$ cat src/rtl/rgb_pwm_pkg.sv
// Shared defaults and sizing helpers for the rgb_pwm block.
// Optional fading is compiled in with RGB_PWM_FADE_EN.
package rgb_pwm_pkg;

  localparam int DEF_CHANNELS = 3;
  localparam int DEF_WIDTH    = 8;
  localparam int DEF_PRESCALE = 1;

  // Last counter value before wrap: a period spans 2^width-1 counter steps.
  function automatic int cnt_max(input int width);
    return (1 << width) - 2;
  endfunction

  function automatic int idx_width(input int n);
    return (n > 1) ? $clog2(n) : 1;
  endfunction

endpackage

$ cat src/rtl/pwm_channel.sv
// One PWM channel: shadow/active duty registers and the registered compare.
// RGB_PWM_FADE_EN makes active step by one toward shadow at each wrap.
module pwm_channel
  import rgb_pwm_pkg::*;
#(
  parameter int WIDTH = DEF_WIDTH
) (
  input  logic             clk,
  input  logic             rst_n,
  input  logic             wr,
  input  logic [WIDTH-1:0] wr_duty,
  input  logic             load,
  input  logic [WIDTH-1:0] cnt,
  output logic             pwm
);

  logic [WIDTH-1:0] shadow;
  logic [WIDTH-1:0] active;

  always_ff @(posedge clk or negedge rst_n) begin
    if (!rst_n) begin
      shadow <= '0;
      active <= '0;
      pwm    <= 1'b0;
    end else begin
      if (wr) shadow <= wr_duty;
      // load samples the pre-write shadow, so a colliding write waits a period
`ifdef RGB_PWM_FADE_EN
      if (load) begin
        if (active < shadow)      active <= active + 1'b1;
        else if (active > shadow) active <= active - 1'b1;
      end
`else
      if (load) active <= shadow;
`endif
      pwm <= (cnt < active);
    end
  end

endmodule

$ cat src/rtl/rgb_pwm.sv
// Multi-channel PWM: shared prescaler and period counter, per-channel compare.
// Fading option: define RGB_PWM_FADE_EN.
module rgb_pwm
  import rgb_pwm_pkg::*;
#(
  parameter int CHANNELS = DEF_CHANNELS,
  parameter int WIDTH    = DEF_WIDTH,
  parameter int PRESCALE = DEF_PRESCALE
) (
  input  logic                              clk,
  input  logic                              rst_n,
  input  logic                              wr_en,
  input  logic [idx_width(CHANNELS)-1:0]    wr_chan,
  input  logic [WIDTH-1:0]                  wr_duty,
  output logic [CHANNELS-1:0]               pwm_out,
  output logic                              period_tick
);

  localparam int CW = idx_width(CHANNELS);
  localparam int PW = idx_width(PRESCALE);
  localparam logic [PW-1:0]    PRE_LAST = PW'(PRESCALE - 1);
  localparam logic [WIDTH-1:0] CNT_LAST = WIDTH'(cnt_max(WIDTH));

  logic [PW-1:0]    presc;
  logic [WIDTH-1:0] cnt;
  logic             step;
  logic             wrap;
  logic             new_period;

  assign step = (presc == PRE_LAST);
  assign wrap = step && (cnt == CNT_LAST);

  // period_tick is delayed twice so it lines up with the registered pwm_out of count 0
  always_ff @(posedge clk or negedge rst_n) begin
    if (!rst_n) begin
      presc       <= '0;
      cnt         <= '0;
      new_period  <= 1'b0;
      period_tick <= 1'b0;
    end else begin
      presc <= step ? '0 : presc + 1'b1;
      if (step) cnt <= (cnt == CNT_LAST) ? '0 : cnt + 1'b1;
      new_period  <= wrap;
      period_tick <= new_period;
    end
  end

  for (genvar i = 0; i < CHANNELS; i++) begin : g_ch
    pwm_channel #(.WIDTH(WIDTH)) u_ch (
      .clk     (clk),
      .rst_n   (rst_n),
      .wr      (wr_en && (wr_chan == CW'(i))),
      .wr_duty (wr_duty),
      .load    (wrap),
      .cnt     (cnt),
      .pwm     (pwm_out[i])
    );
  end

endmodule

$ cat config.mk
export PLATFORM = sky130hd
export DESIGN_NAME = rgb_pwm
export DESIGN_NICKNAME = d
export VERILOG_FILES = /design/src/rtl/rgb_pwm_pkg.sv /design/src/rtl/pwm_channel.sv /design/src/rtl/rgb_pwm.sv
export SDC_FILE = /design/constraint.sdc
export NUM_CORES = 1
export LEC_CHECK = 0
export CELL_PAD_IN_SITES_DETAIL_PLACEMENT = 2
export CELL_PAD_IN_SITES_GLOBAL_PLACEMENT = 2
export CORE_MARGIN = 5
export CORE_UTILIZATION = 38
export DETAILED_ROUTE_END_ITERATION = 16
export HOLD_SLACK_MARGIN = 0.06
export PLACE_DENSITY_LB_ADDON = 0.1
export SETUP_SLACK_MARGIN = 0.4
export SLEW_MARGIN = 40
export SYNTH_ARGS = -nofsm -noshare
export SYNTH_HDL_FRONTEND = slang
export SYNTH_SLANG_ARGS = --single-unit
$ cat constraint.sdc
create_clock -name clk -period 1.4 [get_ports clk]
set_input_delay 0.28 -clock clk [delete_from_list [all_inputs] [get_ports clk]]
set_output_delay 0.28 -clock clk [all_outputs]
set_load 0.02 [all_outputs]
Word level (Yosys, flattened, before mapping) --
Cells that the tools add are included.
Storage, ports and cells: logic and storage cells 29, bits of input ports 13, register bits after elaboration 62
Operators by class: magnitude comparators 3, reduce and logical (&&, ||, !) cells 5, equality and inequality tests 3, mux-type cells 2, add/sub/neg operators 2, bitwise logic cells 1
Operators by type and width (count):
- 8-bit < comparator | 3
- 8-bit by 1-bit adder with 8-bit output, second input constant | 1
- 8-bit equality test, second input constant | 1
- 8-bit two-way mux | 1
- 1-bit logical AND | 4
- 2-bit by 1-bit equality test with 1-bit output, second input constant | 1
- 2-bit equality test, second input constant | 1
- 2-bit zero test | 1
- 1-bit adder, second input constant | 1
- 1-bit two-way mux | 1
- 1-bit NOT | 1

Depth between registers and ports, before layout --
Gate-level depths: netlist of the first run.
depth after elaboration 2, depth in mapped cells 6, mapped depth without buffers 5

By module --
A second synthesis of the first run with hierarchy kept.
Unflattened totals: cells, all modules 249, area total of the unflattened synthesis 2840.2 µm²
Modules (own cells, without submodules):
- pwm_channel | area each 774.5 µm², cells each 67, sequential area each 425.4 µm², times used 3
- rgb_pwm | area each 516.7 µm², cells each 48, sequential area each 250.2 µm², times used 1

Least setup slack after synthesis of the first run --
Ideal clock, no wire load.
kind register to register, from reg cnt[0], to reg g_ch[0].u_ch.active[0], data arrival time 1.483 ns, path buffers 1, data required time 1.275 ns, slack -0.208 ns, library setup time 0.125 ns, stages on the path, launching flop included 7, cell sequence dfrtp_1 inv_1 ha_1 nand3_1 nor2_8 buf_12 mux2_4
On the way: word-level cells in the longest chain between the ends 2
Ends and longest elaborated chain:
- from (decl) | line rgb_pwm.sv:25 | logic [WIDTH-1:0] cnt;
- from (signal assigned) | line rgb_pwm.sv:42 | if (step) cnt <= (cnt == CNT_LAST) ? '0 : cnt + 1'b1;
- 8-bit equality test | line rgb_pwm.sv:31 | assign wrap = step && (cnt == CNT_LAST);
- 1-bit logical AND | line rgb_pwm.sv:31
- to (signal assigned) | line pwm_channel.sv:34 | if (load) active <= shadow;
- to (decl) | line pwm_channel.sv:18 | logic [WIDTH-1:0] active;
No other way between the ends. A chain may end at the register's enable or synchronous reset.

Worst setup path after layout of the first run --
from reg cnt[0], to reg g_ch[0].u_ch.active[4]
Same word-level chain as after synthesis.

==> results.md, run 1 <==
- Status: finished, violations left
- Failing checks: setup timing
- HPWL Detailed: 5090 um
- # diodes: 0
- Vias in the first global route: 2138
- Routed vias/inst: 4.90
- Min-Delay Path Class: reg -> reg
- Clock Path Buffers: 2
- Maximum vdd drop: 0.000641 V
- Area of the multi-input gates: 1570 sq um
- 1st-pass router iterations: 4
- Top cells by area, synth: dfrtp_1, mux2_4, ha_1, mux2_2, inv_1
- Die Wd: 98.7 um
- Crit share post-route: 1.08
- Layout cells sized above 1: 0.507
- Worst-Margin Slew: 0.336 ns
- Final net count: 315
- Slew margin rel.: 0.776
- Lkg Pwr: 1.77 nW
- Slew Viols, Final: 0
- Critical Path End Type: flip-flop
- Endpoints failing hold: 0
- Initial DRC count: 25
- Syn Area/Cell: 13.4 sq um
- Clock skew: 0.00845 ns
- Required time of the critical path: 1.62 ns
- Drt total wl: 7190 um
- RSZ-0062 raised after global routing: true
- Netlist cell types: 30
- Fin util: 0.527
- Overflow left after global routing: 0
- Design area: 4050 sq um
- Root Buffer: clkbuf_8
- Core ar.: 7690 sq um
- Initial antenna violation count: 0
- Critical Path Fanout Max: 6
- Starting density of the core: 0.389
- Worst Path Arrival: 1.73 ns
- Total area of sequential cells: 1530 sq um
- H-Tree Depth: 3
- First-pass GRT wire length: 11600 um
- Mapped Area: 2990 sq um
- Critical path's slowest cell: dfrtp_1
- Yosys top cell by area: dfrtp_1
- CTS tree: done
- Largest net degree at the start of global routing: 62
- Final antenna-violating net count: 0
- Die Footprint: 9750 sq um
- Clock-pin slew on the worst setup and hold paths: 0.07 ns
- Worst Path Class, Setup: reg -> reg
- Yosys top cell area share: 0.510
- Largest delay share family, worst path: flip-flops
- WL/cell: 18.6 um
- Warnings from Yosys: 0
- Area post-placement: 3580 sq um
- Startpoint Class: flip-flop
- Die Ht: 98.7 um
- Setup violators final: 29
- Pwr Density: 949 nW/um^2
- Area growth, synth to finish: 35.5%
- GR peak layer: met2
- Seq/Total Area, Yosys: 0.510
- Met3 GRT Util: 0.0347
- Clock Latency Late Sink: 0.34 ns
- Fin worst setup slack: -0.109 ns
- GRT met2 Usage: 0.247
- Fillcell total: 710
- CP Buf/Inv Count: 2
- Syn nets: 259
- GR Util All Layers: 0.155
- Min cycle time layout: 1.51 ns
- FP Rows: 32
- IO Count: 17
- Vias after detailed routing: 1890
- Synth Register Bits: 61
- MaxCap Viol Count: 0
- Fmax: 663 MHz
- Met1 Use GR: 0.204
- Synth Instances: 223
- Clk sinks: 61
- DRC viols: 0
- CP max stage delay: 0.39 ns
- CTS Buf Count: 9
- # port buffers: 16
- Worst-path cell chain: inv_2 > ha_4 > nand3_4 > nor2_8 > clkbuf_16 > mux2_4
- Placer's final routability congestion estimate: 0.700
final timing paths:
kind / start / end / slack, ns / cells past startpoint
setup / recovery: cnt[0] / g_ch[0].u_ch.active[4] / -0.11 / 6
setup reg to reg: cnt[0] / g_ch[0].u_ch.active[4] / -0.11 / 6
hold / removal: new_period / period_tick / 0.36 / 0
hold reg to reg: new_period / period_tick / 0.36 / 0
min in group asynchronous: rst_n / cnt[6] / 0.46 / 3
max in group asynchronous: rst_n / cnt[2] / 0.63 / 3
timing repair:
item / in CTS / in global routing
hold endpoints to repair: 61 / 0
setup endpoints to repair: 64 / 48
pin swaps: 6 / 8
gates resized for setup: 45 / 20
cloned: 0 / 1
buffers inserted: 3 / 7
hold buffers: 1 / 0
cells in the final DEF (no fill, tap or decap), types with 8 or more instances in the layout:
cell             Yosys  layout
mux2_4              24      32
mux2_2              24      16
ha_4                 0      11
buf_6                0      10
dfrtp_1             61      55
buf_4                3      21
clkdlybuf4s50_1      0       8
ha_1                23      11
clkbuf_8             0       9
inv_1               25      24
metrics by stage:
step	power, W	std cells	setup slack (ns)	TNS (ns)	hold slack [ns]
final	0.00385	386	-0.109	-2.10	0.359
after global routing	0.00404	386	-0.157	-3.84	0.370
after CTS	0.00392	378	-0.122	-2.63	0.365
after detailed placement	0.00231	358	-0.221	-7.74	0.320
after global placement	0.00228	358	-0.193	-6.55	0.314
after floorplan	0.00214	223	-0.120	-2.84	-0.0156
metal layers:
metal,part of all wire,routed length [um],vias up
li1,-,-,893
met1,0.45,3210,962
met2,0.51,3690,28
met3,0.024,172,7
met4,0.016,114,0
met5,0,0,-
worst reg2reg max path, delay by kind of cell, from the launching register on:
kind / cells / cell delay [ns]
mux: 1 / 0.29
simple gates: 2 / 0.29
flops: 1 / 0.39
fa+ha+maj: 1 / 0.15
buf+inv: 2 / 0.27
cell type report:
class	count	area share
multi-input combinational	131	0.387
inverter	25	0.0231
tap	102	0.0315
timing repair buffer	51	0.131
clock buffer	9	0.0306
clock inverter	7	0.0185
sequential	61	0.378
flip-flops by register name, summed over array words and instances (netlist names):
| name | flops |
|---|---|
| period_tick | 1 |
| g_ch.u_ch.active | 24 |
| new_period | 1 |
| g_ch.u_ch.pwm | 3 |
| g_ch.u_ch.shadow | 24 |
| cnt | 8 |
logic make-up (layout without fill, tap and decap cells):
family,Yosys count,in the layout,share of synthesized area
adder cells (fa/ha/maj),23,23,0.0962
AO/OA/AOI/OAI,26,26,0.0535
XOR/XNOR,3,3,0.00878
flip-flops,61,61,0.510
multiplexers,48,48,0.211
AND/OR/NAND/NOR,31,31,0.0635
buffers and inverters,31,92,0.0573
power by group:
part	internal (W)	switching [W]	leakage, nW
Clock	0.000826	0.000758	0.0918
Combinational	0.000179	0.0000979	0.902
Sequential	0.00189	0.0000932	0.779
Total	0.00290	0.000949	1.77
cell usage after synthesis, drive strengths merged:
library cell  count
buf               6
mux2             48
nor2              8
o21ai             4
o21a              1
o41ai             1
nand3             9
ha               23
or3               1
o31ai             2
nand3b            2
dfrtp            61
nor3b             1
a21oi            10
nand2             5
o211ai            2
nand2b            1
xor2              2
a31oi             2
and3              1
xnor2             1
a21o              3
a221oi            1
inv              25
nand4             1
nor2b             2
(Power assumes the default switching activity.)
==> inputs of run 2 (changes only) <==
--- a/config.mk
+++ b/config.mk
@@ -5,10 +5,10 @@
 export SDC_FILE = /design/constraint.sdc
 export NUM_CORES = 1
 export LEC_CHECK = 0
-export CELL_PAD_IN_SITES_DETAIL_PLACEMENT = 2
-export CELL_PAD_IN_SITES_GLOBAL_PLACEMENT = 2
+export CELL_PAD_IN_SITES_DETAIL_PLACEMENT = 0
+export CELL_PAD_IN_SITES_GLOBAL_PLACEMENT = 1
 export CORE_MARGIN = 5
-export CORE_UTILIZATION = 38
+export CORE_UTILIZATION = 40
 export DETAILED_ROUTE_END_ITERATION = 16
 export HOLD_SLACK_MARGIN = 0.06
 export PLACE_DENSITY_LB_ADDON = 0.1
==> results.md, run 2 (synthesis results as in run 1) <==
- CP max stage delay: 0.39 ns (about the same)
- Placer's final routability congestion estimate: 0.731 (+4.5%)
- CTS Buf Count: 9 (unchanged)
- Clock skew: 0.0104 ns (+0.00193 ns)
- Comb power frac: 0.071 (about the same)
- Worst Path Arrival: 1.69 ns (-0.04 ns)
- Initial DRC count: 52 (+110%)
- WL/cell: 15.1 um (-19%)
- Endpoints failing hold: 0 (unchanged)
- Vias in the first global route: 1899 (-11%)
- Required time of the critical path: 1.62 ns (about the same)
- Fmax: 683 MHz (+3.0%)
- Total Power: 0.00380 W (-1.2%)
- FP Rows: 31 (-3.1%)
- Seq pwr share: 0.516 (about the same)
- Core ar.: 7250 sq um (-5.6%)
- Status: finished, violations left
- Critical Path End Type: flip-flop
- HPWL Detailed: 3990 um (-22%)
- First-pass GRT wire length: 9540 um (-18%)
- Reg2Reg Depth: 6 (unchanged)
- IO Count: 17 (unchanged)
- Maximum vdd drop: 0.000549 V (-14%)
- Most frequent cells in the layout: dfrtp_1, mux2_4, inv_1, mux2_2, buf_6
- Die Footprint: 9310 sq um (-4.5%)
- Sw Share: 0.238 (-0.00854)
- Failing checks: setup timing
- DRC viols: 0 (unchanged)
- Worst-Margin Slew: 0.355 ns (+0.0183 ns)
- Slew Viols, Final: 0 (unchanged)
- Psw: 0.000905 W (-4.6%)
- Startpoint Class: flip-flop
- Crit share post-route: 1.05 (-0.0315)
- Clk pwr share: 0.413 (about the same)
- Clock Path Buffers: 2 (unchanged)
- Final antenna-violating net count: 0 (unchanged)
- Root Buffer: clkbuf_8
- Setup violators final: 24 (-17%)
- RSZ-0062 raised after global routing: true
- Fin worst setup slack: -0.0651 ns (+0.0442 ns)
- Die Ht: 96.5 um (-2.3%)
- Overflow left after global routing: 0 (unchanged)
- Top flop regs: g_ch.u_ch.active (24), g_ch.u_ch.shadow (24), cnt (8)
- # diodes: 0 (unchanged)
- Lkg Pwr: 1.72 nW (-3.2%)
- Clock-pin slew on the worst setup and hold paths: 0.07 ns (about the same)
- Vias after detailed routing: 1777 (-6.0%)
- H-Tree Depth: 3 (unchanged)
- # port buffers: 16 (unchanged)
- Slew margin rel.: 0.764 (-0.0122)
- Clk sinks: 61 (unchanged)
- WHS Endpoint: period_tick
- Worst Path Class, Setup: reg -> reg
- Layout cells sized above 1: 0.477 (-0.0305)
- Die Wd: 96.5 um (-2.3%)
- Largest net degree at the start of global routing: 62 (unchanged)
- Critical Path Fanout Max: 13 (+7)
- Min cycle time layout: 1.47 ns (-0.0442 ns)
- R2r endpoint: g_ch[1].u_ch.active[4]
- Internal: 0.00290 W (about the same)
- Critical path's slowest cell: dfrtp_1
- CTS tree: done
- Reg2reg setup slack: -0.07 ns (+0.04 ns)
- Number of cells on the worst hold path: 0 (unchanged)
- Pwr Density: 961 nW/um^2 (+1.2%)
- Commonest non-fill, non-tap cell in the layout: dfrtp_1
- Min-Delay Path Class: reg -> reg
- Area growth, synth to finish: 32.2%
- Initial antenna violation count: 0 (unchanged)
- Clock Latency Late Sink: 0.34 ns (about the same)
- MaxCap Viol Count: 0 (unchanged)
- Reg2reg start: cnt[0]
- 1st-pass router iterations: 4 (unchanged)
- GR Util All Layers: 0.142 (-0.0129)
- Routed vias/inst: 4.73 (-3.5%)
- Final net count: 308 (-2.2%)
- Drt total wl: 5700 um (-21%)
- Worst-path cell chain: inv_2 > ha_4 > nand3_4 > nor2_8 > buf_12 > mux2_4
- Starting density of the core: 0.413 (+0.0233)
- Worst hold start: new_period
- Hold Slack: 0.350 ns (-0.00906 ns)
==> run 2: how the worst max path moves through the flow <==
| stage | from | end | depth (start not counted) | slack [ns] |
|---|---|---|---|---|
| 6_report | cnt[0] | g_ch[1].u_ch.active[4] | 6 | -0.07 |
| 5_1_grt | cnt[0] | g_ch[0].u_ch.active[7] | 6 | -0.13 |
| 4_1_cts | cnt[0] | g_ch[1].u_ch.active[4] | 6 | -0.08 |
| 3_5_place_dp | wr_en | g_ch[0].u_ch.shadow[2] | 4 | -0.20 |
| 3_3_place_gp | wr_en | g_ch[0].u_ch.shadow[4] | 4 | -0.18 |
| 2_1_floorplan | cnt[0] | g_ch[0].u_ch.active[0] | 6 | -0.12 |
==> run 2: final cells by class <==
type,instances,area (sq um)
Tap cell,99,124
Fill cell,632,3300
Inverter,25,93.8
Sequential cell,61,1530
Timing Repair Buffer,44,442
Clock buffer,9,124
Clock inverter,7,75.1
Multi-Input combinational cell,131,1560
==> run 2: timing repair <==
item                       CTS  global route
setup endpoints to repair   64            49
hold endpoints to repair    61             0
gates cloned                 0             0
resized for setup           58             9
buffers inserted             4             2
pin swaps                    9             3
hold buffers                 1             0
==> run 2: stage by stage <==
stage / util / area (sq um) / worst slack (ns) / TNS, ns / cells
2_1_floorplan: - / 3130 / -0.120 / -2.84 / 223
3_3_place_gp: 0.486 / 3520 / -0.183 / -6.29 / 353
3_5_place_dp: 0.486 / 3520 / -0.195 / -6.96 / 353
4_1_cts: 0.541 / 3930 / -0.0806 / -1.65 / 374
5_1_grt: 0.545 / 3960 / -0.133 / -2.84 / 376
6_report: 0.545 / 3960 / -0.0651 / -1.32 / 376
==> run 2: critical path, delay by kind of cell (launching register included) <==
kind	cells	cell delay [ns]
DFF	1	0.39
muxes	1	0.30
buffers and inverters	2	0.25
and+or+nand+nor	2	0.25
adders and majority gates	1	0.15
==> run 2: metal layers <==
layer | track usage | wire [um] | vias to the layer above
met5 | 0 | 0 | -
met3 | 0.0395 | 158 | 6
met1 | 0.193 | 2840 | 874
met4 | 0.0596 | 85 | 0
met2 | 0.212 | 2610 | 23
li1 | - | - | 874
==> run 2: power by group through the flow <==
| stage | clock network [W] | logic (W) | registers, W |
|---|---|---|---|
| 6_report | 0.00157 | 0.000270 | 0.00196 |
| 5_1_grt | 0.00171 | 0.000298 | 0.00198 |
| 4_1_cts | 0.00163 | 0.000278 | 0.00196 |
| 3_5_place_dp | 0 | 0.000275 | 0.00200 |
| 3_3_place_gp | 0 | 0.000270 | 0.00199 |
| 2_1_floorplan | 0 | 0.000164 | 0.00197 |
==> inputs of run 3 (changes only) <==
--- a/config.mk
+++ b/config.mk
@@ -12,6 +12,7 @@
 export DETAILED_ROUTE_END_ITERATION = 16
 export HOLD_SLACK_MARGIN = 0.06
 export PLACE_DENSITY_LB_ADDON = 0.1
+export REMOVE_ABC_BUFFERS = 1
 export SETUP_SLACK_MARGIN = 0.4
 export SLEW_MARGIN = 40
 export SYNTH_ARGS = -nofsm -noshare
==> results.md, run 3 (synthesis results as in run 1) <==
- Status: finished, violations left
- Failing checks: setup timing
- Design area: 4090 sq um (+3.3%)
- Setup TNS: -1.87 ns (-0.556 ns)
- Critical Path End Type: flip-flop
- Seq pwr share: 0.491 (-0.025)
- Min-Delay Path Class: reg -> reg
- CTS tree: done
- Setup violators final: 26 (+8.3%)
- Clock Latency Late Sink: 0.34 ns (about the same)
- Clk sinks: 61 (unchanged)
- Routed vias/inst: 4.85 (+2.7%)
- Die Wd: 96.5 um (unchanged)
- Hold Slack: 0.368 ns (+0.0182 ns)
- Area growth, synth to finish: 36.6%
- Internal: 0.00312 W (+7.7%)
- First-pass GRT wire length: 9900 um (+3.8%)
- Core ar.: 7250 sq um (unchanged)
- Clock skew: 0.00693 ns (-0.00346 ns)
- Final antenna-violating net count: 0 (unchanged)
- Vias in the first global route: 1911 (+0.63%)
- GR Util All Layers: 0.144 (+0.00239)
- Root Buffer: clkbuf_8
- Min cycle time layout: 1.48 ns (+0.0177 ns)
- Drt total wl: 6110 um (+7.3%)
- Vias after detailed routing: 1844 (+3.8%)
- Sw Share: 0.218 (-0.0196)
- Most frequent cells in the layout: dfrtp_1, mux2_4, inv_1, buf_4, mux2_2
- Die Footprint: 9310 sq um (unchanged)
- Comb power frac: 0.068 (-0.003)
- # port buffers: 16 (unchanged)
- Initial DRC count: 42 (-19%)
- Lkg Pwr: 1.78 nW (+3.8%)
- IO Count: 17 (unchanged)
- Commonest non-fill, non-tap cell in the layout: dfrtp_1
- Maximum vdd drop: 0.000610 V (+11%)
- Overflow left after global routing: 0 (unchanged)
- RSZ-0062 raised after global routing: true
- Worst-path cell chain: buf_12 > nand4_4 > nor2_8 > buf_12 > mux2_4
- Final net count: 312 (+1.3%)
- Worst Path Class, Setup: reg -> reg
- HPWL Detailed: 3820 um (-4.2%)
- Worst Path Arrival: 1.70 ns (about the same)
- CP dominant cell by count: buf_12
- Crit share post-route: 1.06 (+0.0126)
- Clock-pin slew on the worst setup and hold paths: 0.07 ns (about the same)
- CP max stage delay: 0.43 ns (+0.04 ns)
- Critical path's slowest cell: dfrtp_2
- FP Rows: 31 (unchanged)
- Starting density of the core: 0.413 (unchanged)
- Endpoints failing hold: 0 (unchanged)
- Fin worst setup slack: -0.0828 ns (-0.0177 ns)
- MaxCap Viol Count: 0 (unchanged)
- DRC viols: 0 (unchanged)
- Psw: 0.000871 W (-3.7%)
- CTS Buf Count: 9 (unchanged)
- Clock Path Buffers: 2 (unchanged)
- Total Power: 0.00399 W (+5.0%)
- Worst-Margin Slew: 0.330 ns (-0.0242 ns)
- Clk pwr share: 0.440 (+0.027)
- Pwr Density: 976 nW/um^2 (+1.6%)
- H-Tree Depth: 3 (unchanged)
- Critical Path Fanout Max: 14 (+1)
- Largest net degree at the start of global routing: 62 (unchanged)
- Die Ht: 96.5 um (unchanged)
- Slew Viols, Final: 0 (unchanged)
- Placer's final routability congestion estimate: 0.700 (-4.2%)
- Required time of the critical path: 1.62 ns (about the same)
- Fmax: 674 MHz (-1.2%)
- Slew margin rel.: 0.780 (+0.0161)
- Top flop regs: g_ch.u_ch.active (24), g_ch.u_ch.shadow (24), cnt (8)
- Layout cells sized above 1: 0.502 (+0.0252)
- Initial antenna violation count: 0 (unchanged)
- 1st-pass router iterations: 4 (unchanged)
- # diodes: 0 (unchanged)
- Area post-placement: 3420 sq um (-2.8%)
- Startpoint Class: flip-flop
- WL/cell: 16.1 um (+6.2%)
## run 3: changes by cell type in the layout (fill, tap and decap cells not counted), moves of 3 or more
| cell | previous run | this run |
|---|---|---|
| buf_4 | 13 | 17 |
| ha_1 | 12 | 8 |
| ha_4 | 11 | 15 |
| buf_12 | 3 | 6 |
| buf_6 | 15 | 12 |
## run 3: through the flow
step	util	setup slack, ns	cells
2_1_floorplan	-	-0.386	217
3_3_place_gp	0.472	-0.183	354
3_5_place_dp	0.472	-0.225	354
4_1_cts	0.539	-0.0836	376
5_1_grt	0.564	-0.124	380
6_report	0.564	-0.0828	380
## run 3: what timing repair did
action,in CTS,in global routing
setup endpoints to repair,64,48
resized for setup,67,25
pin swaps,8,11
setup buffers,5,4
hold buffers,1,0
hold endpoints to repair,61,0
## run 3: metal layers
metal | routed length, um | vias up | global-route usage | share of wire
met2 | 2880 | 21 | 0.215 | 0.47
met5 | 0 | - | 0 | 0
li1 | - | 889 | - | -
met1 | 2930 | 922 | 0.199 | 0.48
met4 | 148 | 0 | 0.0666 | 0.024
met3 | 152 | 12 | 0.0333 | 0.025
## run 3: power by group through the flow
| stage | clock (W) | combinational (W) | sequential [W] |
|---|---|---|---|
| 2_1_floorplan | 0 | 0.000137 | 0.00197 |
| 3_3_place_gp | 0 | 0.000244 | 0.00199 |
| 3_5_place_dp | 0 | 0.000251 | 0.00199 |
| 4_1_cts | 0.00180 | 0.000280 | 0.00196 |
| 5_1_grt | 0.00187 | 0.000300 | 0.00197 |
| 6_report | 0.00176 | 0.000273 | 0.00196 |
## run 3: final cells by class
class                   instances  area [sq um]
clock inverters                 6          86.3
well taps                      99           124
fillers                       601          3170
clock buffers                  10           138
repair buffers                 48           508
inverters                      25          93.8
multi-input cells             131          1610
flip-flops and latches         61          1530
## run 3: worst max-delay path: cells and delay by family, from the launching register on
| family | cells | cell delay (ns) |
|---|---|---|
| flip-flops | 1 | 0.43 |
| AND/OR/NAND/NOR | 2 | 0.32 |
| multiplexers | 1 | 0.31 |
| buffers and inverters | 2 | 0.29 |
## run 3: path summary, 6_finish.rpt
path / start / endpoint / cells after the start / slack, ns
worst min register to register: new_period / period_tick / 0 / 0.37
worst max register to register: cnt[4] / g_ch[0].u_ch.active[6] / 5 / -0.08
worst min-delay path: new_period / period_tick / 0 / 0.37
min in group asynchronous: rst_n / g_ch[2].u_ch.shadow[0] / 3 / 0.49
worst max-delay path: cnt[4] / g_ch[0].u_ch.active[6] / 5 / -0.08
max in group asynchronous: rst_n / g_ch[0].u_ch.shadow[6] / 3 / 0.64
==> patch 1: new RTL, config.mk and constraints of run 2 <==
Add an input register stage for `wr_duty`, with the module's reset; this delays it by one clock. The other inputs are not delayed to match.
--- a/src/rtl/rgb_pwm.sv
+++ b/src/rtl/rgb_pwm.sv
@@ -22,2 +22,12 @@
   localparam logic [WIDTH-1:0] CNT_LAST = WIDTH'(cnt_max(WIDTH));
+
+  logic [WIDTH-1:0] wr_duty_q;
+
+  always_ff @(posedge clk or negedge rst_n) begin
+    if (!rst_n) begin
+      wr_duty_q <= '0;
+    end else begin
+      wr_duty_q <= wr_duty;
+    end
+  end
 
@@ -52,3 +62,3 @@
       .wr      (wr_en && (wr_chan == CW'(i))),
-      .wr_duty (wr_duty),
+      .wr_duty (wr_duty_q),
       .load    (wrap),
Check against the original RTL: same outputs for any inputs over 10 cycles, from zero or initial values and one cycle with rst_n low; that may be too few to reach the edited logic, so the function may still have changed.
==> patch 1 against run 2 <==
- the flow still finishes with violations (negative setup slack)
- largest power group unchanged
- first-iteration DRC count is 13% higher
- routed wire length is 4.4% higher
- highest routed layer unchanged
- via count is 4.1% higher
- global-route usage is 0.85 points lower
- clock skew is 0.0046 ns lower
- cell area is 10% higher
- area after synthesis is 7.0% higher
- power is 6.4% higher
- setup slack worse by 0.015 ns
- sequential cell count is 8 higher
==> patch 1: results (changes against run 2) <==
global_routing:
  grtUsageMet2_pct: 20.8  # -0.39 points
  gr-usage-met3_pct: 3.23  # -0.72 points
  met1_usage_pct: 17.8  # -1.5 points
  grt_pass1_vias: 2055  # +8.2%
  grt_max_degree: 34  # -45%
  grt_first_pass_wirelength_mm: 10.1  # +5.9%
  grt.total_usage_pct: 13.3  # -0.85 points
cts:
  ctsResizeCount: 75  # +29%
  cts_buffer_depth: 2  # unchanged
  cts_setup_buffers: 8  # +4
  clk-insertion-delay-late_ns: 0.34  # about the same
cells_and_area:
  largestRegisters: "g_ch.u_ch.active: 24 flops, g_ch.u_ch.shadow: 24 flops"
  nets: 323  # +4.9%
  final_layout_size_suffix_gt1_share_pct: 49.3  # +1.7 points
yosys:
  ys_seq_area_share_pct: 53.9  # +2.9 points
  synthAdderAreaFrac_pct: 8.99  # -0.63 points
  synth_compound_area_share_pct: 4.88  # -0.47 points
  synthMuxAreaShare_pct: 19.7  # -1.4 points
  synth_xor_area_share_pct: 0.821  # -0.057 points
  synth_area_leaders: "dfrtp_1 (54%), mux2_4 (11%), ha_1 (9.0%), mux2_2 (8.4%), inv_1 (2.9%)"
  netlist_area_um2: 3200  # +7.0%
  synthTopCellsByCount: "dfrtp_1 (69), inv_1 (25), mux2_2 (24), mux2_4 (24), ha_1 (23)"
  syn-num-nets: 268  # +3.5%
  netlist_instances: 232  # +4.0%
  synth_ff_type: "dfrtp_1"
routing:
  wire_per_inst_um: 15.1  # -0.41%
  via_per_inst: 4.70  # -0.65%
  wirelength_mm: 5.94  # +4.4%
  drt_iter0_drc: 59  # +13%
setup_path:
  rr_endpoint: "g_ch[2].u_ch.active[3]"
  slowest_delay_ns: 0.39  # about the same
  crit_fanout: 8  # -5
status:
  status: "finished with violations"
  violations: "negative setup slack"
min_path:
  worstHoldStart: "new_period"
  min_path_cells: 0  # unchanged
placed_design:
  dp_hpwl_mm: 4.20  # +5.2%
  place.gp.congestion: 0.736  # +0.71%
  dpl-instance-area_um2: 3780  # +7.4%
  io_buffers: 16  # unchanged
  pre_cts_slack_ns: -0.200  # -0.00447 ns
  place_inst: 367  # +4.0%
timing:
  fin_hold_ws_ns: 0.354  # +0.00404 ns
  max_slew_margin_pct: 83.1  # +6.7 points
  setup_viol: 26  # +8.3%
  worst_slack_ns: -0.0797  # -0.0146 ns
  fin_setup_tns_ns: -1.60  # -0.286 ns
  fmax_ghz: 0.676  # -0.99%
  finClkSkew_ns: 0.00577  # -0.00462 ns
pwr:
  vdd_drop_max_mv: 0.481  # -12%
  leakagePower_nw: 1.94  # +13%
## patch 1: cell types whose count changed after synthesis
cell / run 2 / this run
dfrtp_1: 61 / 69
or3_1: 1 / 2
nor3b_4: 0 / 1
o21ai_1: 0 / 1
nor3b_2: 1 / 0
o41ai_1: 1 / 0
## patch 1: where the power goes
part | switching, mW | internal [mW]
sequential | 0.0944 | 2.14
combinational | 0.0993 | 0.235
clock | 0.743 | 0.735
total | 0.937 | 3.11
## patch 1: critical path, delay by kind of cell (launching register included)
kind	cells	cell delay, ns
muxes	1	0.29
buffers and inverters	2	0.26
adders and majority gates	1	0.14
and+or+nand+nor	2	0.29
DFF	1	0.39
## patch 1: metal layers
metal / wire, µm / vias to the layer above
li1: - / 917
met1: 2990 / 901
met2: 2700 / 25
met3: 197 / 7
met4: 55 / 0
met5: 0 / -
## patch 1: final cells by class
class	instances	area, µm²
repair buffers	50	562
clock inverters	5	35.0
flip-flops and latches	69	1730
fillers	670	3410
clock buffers	11	151
multi-input cells	132	1660
well taps	102	128
inverters	25	93.8
## patch 1: logic make-up (layout without fill, tap and decap cells)
group / after synthesis / after routing
mux: 48 / 48
buf+inv: 31 / 91
fa+ha+maj: 23 / 23
simple gates: 32 / 32
xor+xnor: 3 / 3
compound gates: 26 / 26
flops: 69 / 69
## patch 1: how the worst max path moves through the flow
stage,from,end,depth (start not counted)
after floorplan,cnt[0],g_ch[0].u_ch.active[0],6
after global placement,wr_chan[1],g_ch[0].u_ch.shadow[6],4
after detailed placement,wr_chan[1],g_ch[1].u_ch.shadow[3],4
after CTS,cnt[0],g_ch[0].u_ch.active[6],6
after global routing,cnt[0],g_ch[2].u_ch.active[3],6
final,cnt[0],g_ch[2].u_ch.active[3],6
==> patch 2: new RTL, settings of run 2 <==
Without the edit above. `DEF_WIDTH`: 8 -> 12.
--- a/src/rtl/rgb_pwm_pkg.sv
+++ b/src/rtl/rgb_pwm_pkg.sv
@@ -5,3 +5,3 @@
   localparam int DEF_CHANNELS = 3;
-  localparam int DEF_WIDTH    = 8;
+  localparam int DEF_WIDTH    = 12;
   localparam int DEF_PRESCALE = 1;
Interface: changed (resized wr_duty); port bits go from 17 to 21. The function was not compared with the original's and may differ.
==> patch 2 against run 2 <==
- maximum frequency down 12%
- via count up 50%
- cell count up 47%
- routed wire length up 57%
- sequential cell count up 28
- setup slack worse by 0.19 ns
- the flow still finishes with violations (negative setup slack)
- power up 38%
- area after synthesis up 47%
- first-iteration DRC count up 54%
- critical path type unchanged
- cell area up 44%
- clock skew down 0.0039 ns
==> patch 2: results (changes against run 2) <==
cells_and_area:
  seq_cells: 89  # +46%
  clk_share_pct: 3.87  # -1.2 points
  final-nonclk-buf-share_pct: 13.1  # +2.0 points
  largestRegisters: "g_ch.u_ch.active: 36 flops, g_ch.u_ch.shadow: 36 flops, cnt: 12 flops"
  num-fill-cells: 957  # +51%
  fin_util_pct: 52.7  # -1.9 points
  fin_cells: 553  # +47%
  sh_seq_area_pct: 39.3  # +0.55 points
  clkbuf_count: 11  # +2
cts:
  ctsResizeCount: 64  # +10%
  clk-insertion-delay-late_ns: 0.36  # +0.02 ns
timing:
  tightestPinTransition_ns: 0.356  # +0.00109 ns
  finClkSkew_ns: 0.00650  # -0.00388 ns
  worst_slack_ns: -0.260  # -0.195 ns
  setup_viol: 47  # +96%
global_routing:
  grt_pass1_vias: 2941  # +55%
  grt_max_degree: 47  # -24%
setup_path:
  reg2reg_slack_ns: -0.26  # -0.19 ns
  worst_path_max_delay_cell: "dfrtp_2"
  crit_fanout: 17  # +4
  cp.arrival_ns: 1.91  # +0.22 ns
  slowest_delay_ns: 0.50  # +0.11 ns
  rr_endpoint: "g_ch[1].u_ch.active[0]"
  r2r_start: "cnt[9]"
  reg2reg_depth: 5  # -1
yosys:
  synth_area_leaders: "dfrtp_1 (51%), mux2_2 (11%), ha_1 (10%), mux2_4 (9.9%), inv_1 (3.1%)"
  syn_avg_cell_area_um2: 13.3  # -1.3%
  netlist_instances: 332  # +49%
  synthTopCellsByCount: "dfrtp_1 (89), mux2_2 (43), inv_1 (36)"
  ys_seq_area_share_pct: 50.6  # -0.38 points
placed_design:
  dp_hpwl_mm: 6.21  # +56%
  io_buffers: 20  # +4
  pre_cts_slack_ns: -0.566  # -0.370 ns
  place.gp.congestion: 0.730  # about the same
  dpl-instance-area_um2: 5170  # +47%
status:
  status: "finished with violations"
  violations: "negative setup slack"
routing:
  wirelength_mm: 8.93  # +57%
  drt_iter0_drc: 80  # +54%
  met2_wirelength_mm: 3.95  # +51%
min_path:
  min_path_type: "in -> async"
pwr:
  vdd_drop_max_mv: 0.872  # +59%
  leakagePower_nw: 2.62  # +53%
==> patch 2: power by group <==
| group | total [mW] | internal, mW | switching, mW |
|---|---|---|---|
| registers | 2.87 | 2.77 | 0.103 |
| clock network | 1.95 | 1.05 | 0.900 |
| logic | 0.418 | 0.274 | 0.144 |
| total | 5.24 | 4.09 | 1.15 |
==> patch 2: metal layers <==
layer | vias to the layer above | global-route usage (%)
li1 | 1321 | -
met3 | 8 | 3.37
met4 | 0 | 4.93
met2 | 37 | 22.8
met5 | - | 0
met1 | 1307 | 21.1
==> patch 2: how the worst max path moves through the flow <==
| stage | from | to | cells after the start |
|---|---|---|---|
| 2_1_floorplan | cnt[3] | g_ch[0].u_ch.active[0] | 5 |
| 3_3_place_gp | cnt[9] | g_ch[0].u_ch.pwm | 5 |
| 3_5_place_dp | cnt[9] | g_ch[0].u_ch.pwm | 5 |
| 4_1_cts | cnt[5] | g_ch[0].u_ch.active[11] | 5 |
| 5_1_grt | cnt[1] | g_ch[0].u_ch.pwm | 4 |
| 6_report | cnt[9] | g_ch[1].u_ch.active[0] | 5 |
==> patch 2: per-stage QoR <==
stage	TNS (ns)	hold WS, ns
after floorplan	-9.03	-0.0156
after global placement	-18.26	0.179
after detailed placement	-19.43	0.184
after CTS	-9.77	0.326
after global routing	-12.05	0.354
final	-9.36	0.338
==> patch 2: cells by family (layout without fill, tap and decap cells) <==
kind of cell	Yosys count	in the layout	synth area share, %
XOR/XNOR	7	7	1.39
AO/OA/AOI/OAI	37	37	5.40
flip-flops	89	89	50.6
AND/OR/NAND/NOR	46	46	6.17
adder cells (fa/ha/maj)	35	35	9.95
multiplexers	72	72	20.9
buffers and inverters	46	127	5.55
